## src/rtl/ps2_pkg.sv

```systemverilog
// Shared PS/2 set-2 constants, FSM encodings and the key-event payload.
package ps2_pkg;

    localparam logic [7:0] PS2_PFX_EXT = 8'hE0;
    localparam logic [7:0] PS2_PFX_BRK = 8'hF0;

    typedef enum logic [1:0] {
        P_BASE,
        P_E0,
        P_F0,
        P_E0F0
    } parse_state_e;

    typedef enum logic {
        POP_IDLE,
        POP_STROBE
    } pop_state_e;

    // 'release' is a reserved word, so the break flag is named rel.
    typedef struct packed {
        logic       ext;
        logic       rel;
        logic [7:0] code;
    } kbd_event_t;

endpackage

```

## src/rtl/kbd_evq.sv

```systemverilog
// Key-event FIFO: circular buffer with an extra pointer bit for full/empty;
// the head is read straight out of the registered storage.
module kbd_evq
    import ps2_pkg::*;
#(
    parameter int unsigned DEPTH = 4
) (
    input  logic       clk,
    input  logic       clrn,
    input  logic       push,
    input  logic       pop,
    input  kbd_event_t din,
    output logic       full,
    output logic       empty,
    output kbd_event_t head
);

    localparam int unsigned PTR_W = $clog2(DEPTH);

    kbd_event_t     mem_q [DEPTH];
    logic [PTR_W:0] wr_ptr_q, wr_ptr_d;
    logic [PTR_W:0] rd_ptr_q, rd_ptr_d;
    logic           full_q, full_d;
    logic           empty_q, empty_d;
    logic           wr_en_c;
    logic           rd_en_c;

    always_comb begin
        wr_en_c  = push && (!full_q || pop);
        rd_en_c  = pop && !empty_q;
        wr_ptr_d = wr_ptr_q;
        rd_ptr_d = rd_ptr_q;
        if (wr_en_c) begin
            wr_ptr_d = wr_ptr_q + (PTR_W + 1)'(1);
        end
        if (rd_en_c) begin
            rd_ptr_d = rd_ptr_q + (PTR_W + 1)'(1);
        end
        empty_d = (wr_ptr_d == rd_ptr_d);
        full_d  = (wr_ptr_d == {~rd_ptr_d[PTR_W], rd_ptr_d[PTR_W-1:0]});
    end

    always_ff @(posedge clk or negedge clrn) begin
        if (!clrn) begin
            wr_ptr_q <= '0;
            rd_ptr_q <= '0;
            full_q   <= 1'b0;
            empty_q  <= 1'b1;
        end else begin
            wr_ptr_q <= wr_ptr_d;
            rd_ptr_q <= rd_ptr_d;
            full_q   <= full_d;
            empty_q  <= empty_d;
        end
    end

    // Storage is reset so the head reads as all-zero out of reset.
    always_ff @(posedge clk or negedge clrn) begin
        if (!clrn) begin
            mem_q <= '{default: '0};
        end else if (wr_en_c) begin
            mem_q[wr_ptr_q[PTR_W-1:0]] <= din;
        end
    end

    assign full  = full_q;
    assign empty = empty_q;
    assign head  = mem_q[rd_ptr_q[PTR_W-1:0]];

endmodule

```

## src/rtl/ps2_kbd_ctrl.sv

```systemverilog
// PS/2 keyboard sequencer: pops bytes from the receiver, assembles E0/F0
// prefixed scan codes into key events, filters auto-repeat and queues events.
module ps2_kbd_ctrl
    import ps2_pkg::*;
#(
    parameter int unsigned EVQ_DEPTH     = 4,
    parameter int unsigned CNT_W         = 8,
    parameter int unsigned FILTER_REPEAT = 1
) (
    input  logic             clk,
    input  logic             clrn,
    input  logic [7:0]       kb_data,
    input  logic             kb_ready,
    input  logic             kb_overflow,
    output logic             kb_nextdata_n,
    output logic             ev_valid,
    input  logic             ev_ready,
    output logic [7:0]       ev_code,
    output logic             ev_ext,
    output logic             ev_release,
    output logic [CNT_W-1:0] press_cnt,
    output logic [1:0]       err_sticky,
    input  logic             err_clr
);

    pop_state_e       pop_q, pop_d;
    logic             nextdata_n_q, nextdata_n_d;
    logic [7:0]       byte_q, byte_d;
    logic             byte_vld_q, byte_vld_d;
    parse_state_e     parse_q, parse_d, parse_eff;
    logic             held_vld_q, held_vld_d;
    logic             held_ext_q, held_ext_d;
    logic [7:0]       held_code_q, held_code_d;
    logic [CNT_W-1:0] press_cnt_q, press_cnt_d;
    logic [1:0]       err_q, err_d;
    kbd_event_t       ev_c;
    kbd_event_t       head;
    logic             ev_vld_c, held_match_c, push_c, pop_c, accept_c, drop_c;
    logic             q_full, q_empty;

    // Pop handshake: latch on ready, then one strobe cycle so no byte is popped twice.
    always_comb begin
        pop_d        = pop_q;
        byte_d       = byte_q;
        byte_vld_d   = 1'b0;
        nextdata_n_d = 1'b1;
        case (pop_q)
            POP_IDLE: begin
                if (kb_ready) begin
                    pop_d        = POP_STROBE;
                    byte_d       = kb_data;
                    byte_vld_d   = 1'b1;
                    nextdata_n_d = 1'b0;
                end
            end
            POP_STROBE: pop_d = POP_IDLE;
            default:    pop_d = POP_IDLE;
        endcase
    end

    // Prefix parser; an illegal prefix order drops the pending prefixes first.
    always_comb begin
        parse_d   = parse_q;
        parse_eff = parse_q;
        ev_vld_c  = 1'b0;
        ev_c      = '0;
        if (byte_vld_q) begin
            if ((byte_q == PS2_PFX_EXT && (parse_q == P_F0 || parse_q == P_E0F0)) ||
                (byte_q == PS2_PFX_BRK && parse_q == P_E0F0)) begin
                parse_eff = P_BASE;
            end
            ev_c.ext  = (parse_eff == P_E0) || (parse_eff == P_E0F0);
            ev_c.rel  = (parse_eff == P_F0) || (parse_eff == P_E0F0);
            ev_c.code = byte_q;
            if (byte_q == PS2_PFX_EXT) begin
                parse_d = P_E0;
            end else if (byte_q == PS2_PFX_BRK) begin
                parse_d = (parse_eff == P_E0) ? P_E0F0 : P_F0;
            end else begin
                ev_vld_c = 1'b1;
                parse_d  = P_BASE;
            end
        end
    end

    // Repeat filter, queue admission, press counter and sticky errors.
    always_comb begin
        held_vld_d   = held_vld_q;
        held_ext_d   = held_ext_q;
        held_code_d  = held_code_q;
        held_match_c = held_vld_q && (held_ext_q == ev_c.ext) && (held_code_q == ev_c.code);
        push_c       = ev_vld_c;
        if (ev_vld_c && FILTER_REPEAT != 0) begin
            if (!ev_c.rel) begin
                if (held_match_c) begin
                    push_c = 1'b0;
                end else begin
                    held_vld_d  = 1'b1;
                    held_ext_d  = ev_c.ext;
                    held_code_d = ev_c.code;
                end
            end else if (held_match_c) begin
                held_vld_d = 1'b0;
            end
        end
        pop_c       = !q_empty && ev_ready;
        accept_c    = push_c && (!q_full || pop_c);
        drop_c      = push_c && !accept_c;
        press_cnt_d = press_cnt_q + CNT_W'(accept_c && !ev_c.rel);
        err_d       = err_clr ? 2'b00 : err_q;
        err_d[0]    = err_d[0] | kb_overflow;
        err_d[1]    = err_d[1] | drop_c;
    end

    always_ff @(posedge clk or negedge clrn) begin
        if (!clrn) begin
            pop_q        <= POP_IDLE;
            nextdata_n_q <= 1'b1;
            byte_q       <= '0;
            byte_vld_q   <= 1'b0;
            parse_q      <= P_BASE;
            held_vld_q   <= 1'b0;
            held_ext_q   <= 1'b0;
            held_code_q  <= '0;
            press_cnt_q  <= '0;
            err_q        <= '0;
        end else begin
            pop_q        <= pop_d;
            nextdata_n_q <= nextdata_n_d;
            byte_q       <= byte_d;
            byte_vld_q   <= byte_vld_d;
            parse_q      <= parse_d;
            held_vld_q   <= held_vld_d;
            held_ext_q   <= held_ext_d;
            held_code_q  <= held_code_d;
            press_cnt_q  <= press_cnt_d;
            err_q        <= err_d;
        end
    end

    kbd_evq #(
        .DEPTH (EVQ_DEPTH)
    ) u_evq (
        .clk   (clk),
        .clrn  (clrn),
        .push  (accept_c),
        .pop   (pop_c),
        .din   (ev_c),
        .full  (q_full),
        .empty (q_empty),
        .head  (head)
    );

    assign kb_nextdata_n = nextdata_n_q;
    assign ev_valid      = !q_empty;
    assign ev_code       = head.code;
    assign ev_ext        = head.ext;
    assign ev_release    = head.rel;
    assign press_cnt     = press_cnt_q;
    assign err_sticky    = err_q;

endmodule

```

## config.mk

```make
export PLATFORM = sky130hd
export DESIGN_NAME = ps2_kbd_ctrl
export DESIGN_NICKNAME = d
export VERILOG_FILES = /design/src/rtl/ps2_pkg.sv /design/src/rtl/kbd_evq.sv /design/src/rtl/ps2_kbd_ctrl.sv
export SDC_FILE = /design/constraint.sdc
export NUM_CORES = 1
export LEC_CHECK = 0
export CORE_ASPECT_RATIO = 0.8
export CORE_UTILIZATION = 57
export CTS_CLUSTER_SIZE = 20
export DETAILED_ROUTE_END_ITERATION = 6
export PLACE_DENSITY = 0.77
export SLEW_MARGIN = 20
export SYNTH_ARGS = -nofsm -noshare
export SYNTH_HDL_FRONTEND = slang
export SYNTH_HIERARCHICAL = 1
export SYNTH_SLANG_ARGS = --single-unit
```

## constraint.sdc

```tcl
create_clock -name clk -period 8.9 [get_ports clk]
set_clock_uncertainty 0.1 [all_clocks]
set_input_delay 0.89 -clock clk [delete_from_list [all_inputs] [get_ports clk]]
set_output_delay 0.89 -clock clk [all_outputs]
set_load 0.005 [all_outputs]
```

==> results.ini <==
[synthesis]
synthFlopType = dfrtp_1
ys_top_cells_by_area = dfrtp_1 51%, mux2_2 11%, mux2_1 5.9%
synth_top_family_by_area = multiplexers
yosys_warnings = 6
synthAdderAreaFrac = 0.0294
yosys.area_share.simple = 0.102
syn_nets = 297
synth.distinct_cells = 51
synth_compound_area_frac = 0.0458
muxShareOfSynthArea = 0.227
syn_area_um2 = 3830
seq_area_frac_synth = 0.524
yosysTopAreaCell = dfrtp_1
async_reset_ff_frac = 1.00
synthCells = 274
synth_top_area_share = 0.510
syn_area_per_cell_um2 = 14.0
synth_edf_count = 0
synth-seq-cells = 80
synthXorXnorAreaFrac = 0.0451

[worst_setup_path]
crit_arrival_ns = 3.60
start_kind = flop
cp_cell_sequence = nand2_1 > a21oi_1 > xor2_1 > nor4_1 > ha_1 > nor3b_1 > and3_4 > xor3_1 > nor4_2
cpMaxStageDelayCell = dfrtp_1
crit_required_ns = 9.07
worstRegToRegCells = 9
crit_buf_inv = 0
rrSetupSlack_ns = 5.46
end_kind = flop
critPathKind = flop to flop
cp_max_fo = 19
r2r_end = u_evq/full
cp_slowest_stage_delay_ns = 0.67
path_delay_family = simple AND/OR/NAND/NOR gates
worstReg2RegStart = byte_vld_q

[status]
outcome = finished, final reports clean

[cts]
clk_path_buf_depth = 2
postCtsSetupBuffers = 0
cts_hold_buf = 0
cts_sinks = 80
cts.reportedPaths.clkPinSlew_ns = 0.08
cts_buffers = 9
clk_latency_ns = 0.36
cts_tree = built
clockRootBuffer = clkbuf_8
cts_max_level = 3
cts.repair.resized = 0

[routing]
drt_iter0_drc = 131
vias = 2284
wl_um = 7060
vias_per_cell = 5.68
drc = 0
wl_per_cell_um = 17.6
drt-pass1-iter-count = 4
ant_nets = 0

[placed_design]
pre_cts_ws_ns = 5.50
port_buffers = 35
placed_area_um2 = 4240
dp_cells = 385
place.gp.congestion = 0.807
hpwl_um = 4790

[cells_and_area]
fin_util = 0.702
diodes = 0
fin_cells = 402
multi_input_area_um2 = 1720
design_area_um2 = 4520
drive_gt1_frac = 0.252
syn_to_final_growth_pct = 18.1
num-fill-cells = 443
final_nets = 336
seq_area_um2 = 2000

[grt]
grt_max_degree = 81
overflow = 0
grt_pass1_vias = 2302
grt_pass1_wl_um = 11700
antenna_found_initial = 0
grt_use_total = 0.227

[sta]
slew_headroom = 0.460
setup_violations = 0
hold_ws_ns = 0.321
period_needed_ns = 3.44
fmax_ghz = 0.291
tightest_slew_ns = 0.810
hold_violations = 0
setup_tns_ns = 0
report.final.slew_viol_count = 0
rsz0062_at_grt = false
layout_setup_ws_ns = 5.46
min_period_over_period = 0.386

[run]
maxCapViolCount = 0

[power]
ir_worst_vdd_v = 0.000214
leakage_nw = 2.10
pwr_density_cell_nw_per_um2 = 292
power_mw = 1.32

[die]
die_area_um2 = 7050
die_h_um = 75.3
row_count = 26
core_area_um2 = 6440
io_pins = 36
die_w_um = 93.6
start_util = 0.594

[hold_path]
worstHoldPathType = input pin to asynchronous set/reset pin

[registers in the layout, indices dropped and copies added (netlist names), 2 cells and up]
name / cells
err_sticky: 2
byte_q: 8
u_evq/rd_ptr_q: 3
parse_q: 2
held_code_q: 8
press_cnt: 8
u_evq/mem_q: 40
u_evq/wr_ptr_q: 3
[power breakdown]
group / switching, mW / internal, mW / leakage, nW / total [mW]
Combinational: 0.152 / 0.262 / 0.944 / 0.415
Clock: 0.135 / 0.195 / 0.123 / 0.330
Sequential: 0.105 / 0.468 / 1.03 / 0.573
[kinds of logic (layout without fill, tap and decap cells)]
kind of cell | count (synthesis) | count (layout)
DFF | 80 | 80
muxes | 67 | 67
and+or+nand+nor | 54 | 54
buffers and inverters | 24 | 68
AOI/OAI and AO/OA | 22 | 22
xor gates and xnor gates | 18 | 18
adders and majority gates | 9 | 9
[worst max-delay path by stage]
stage | end | startpoint | slack, ns | depth (start not counted)
detailed placement | u_evq/mem_q[23] | byte_vld_q | 5.50 | 9
global route | u_evq/full | byte_vld_q | 5.15 | 9
global placement | u_evq/full | byte_vld_q | 5.59 | 9
finish | u_evq/full | byte_vld_q | 5.46 | 9
floorplan | u_evq/mem_q[0] | byte_q[5] | 6.04 | 9
CTS | u_evq/full | byte_vld_q | 5.46 | 9
[cells in the mapped netlist, types with 3 or more instances]
cell,instances
mux4_2,10
nand3_1,4
buf_2,3
mux2_1,20
xor2_1,8
nand2_1,11
nor2_1,3
and2_1,7
o21ai_0,5
dfrtp_1,78
nor2b_1,4
nand2_4,3
ha_1,9
mux2_2,36
xnor2_1,9
inv_1,15
clkbuf_1,3
a21o_1,3
[cell usage in the layout, fill, tap and decap left out, types with 2 or more instances in the layout]
cell,n
mux2_1,20
ha_1,9
xnor2_1,9
o21ai_0,5
mux4_2,10
nand2_4,3
mux2_2,36
bufinv_16,3
a21oi_1,2
a2bb2oi_1,2
inv_1,15
clkdlybuf4s50_1,34
nand2_1,11
dfrtp_1,78
clkbuf_8,10
xor2_1,8
nor2b_4,2
nand3_1,4
a21o_1,3
nand3b_1,2
nor2b_1,4
and3_1,2
a31oi_1,2
nor3_1,2
dfstp_2,2
nor2_1,3
nor4bb_1,2
and2_1,7
[layout make-up]
| cell class | instances | share of cell area |
|---|---|---|
| clock buffer | 10 | 0.0304 |
| inverter | 16 | 0.0133 |
| multi-input combinational | 170 | 0.381 |
| sequential | 80 | 0.443 |
| tap | 84 | 0.0232 |
| timing repair buffer | 36 | 0.0830 |
| clock inverter | 6 | 0.0255 |
[metal layers]
| metal | share of wire | routed length (µm) | global-route usage | up-vias |
|---|---|---|---|---|
| met5 | 0 | 0 | 0 | - |
| met4 | 0.012 | 87 | 0.0769 | 0 |
| met3 | 0.032 | 228 | 0.0609 | 9 |
| met2 | 0.46 | 3240 | 0.364 | 32 |
| met1 | 0.50 | 3510 | 0.307 | 1170 |
| li1 | - | - | - | 1073 |
Power figures use the tool's default switching activity.
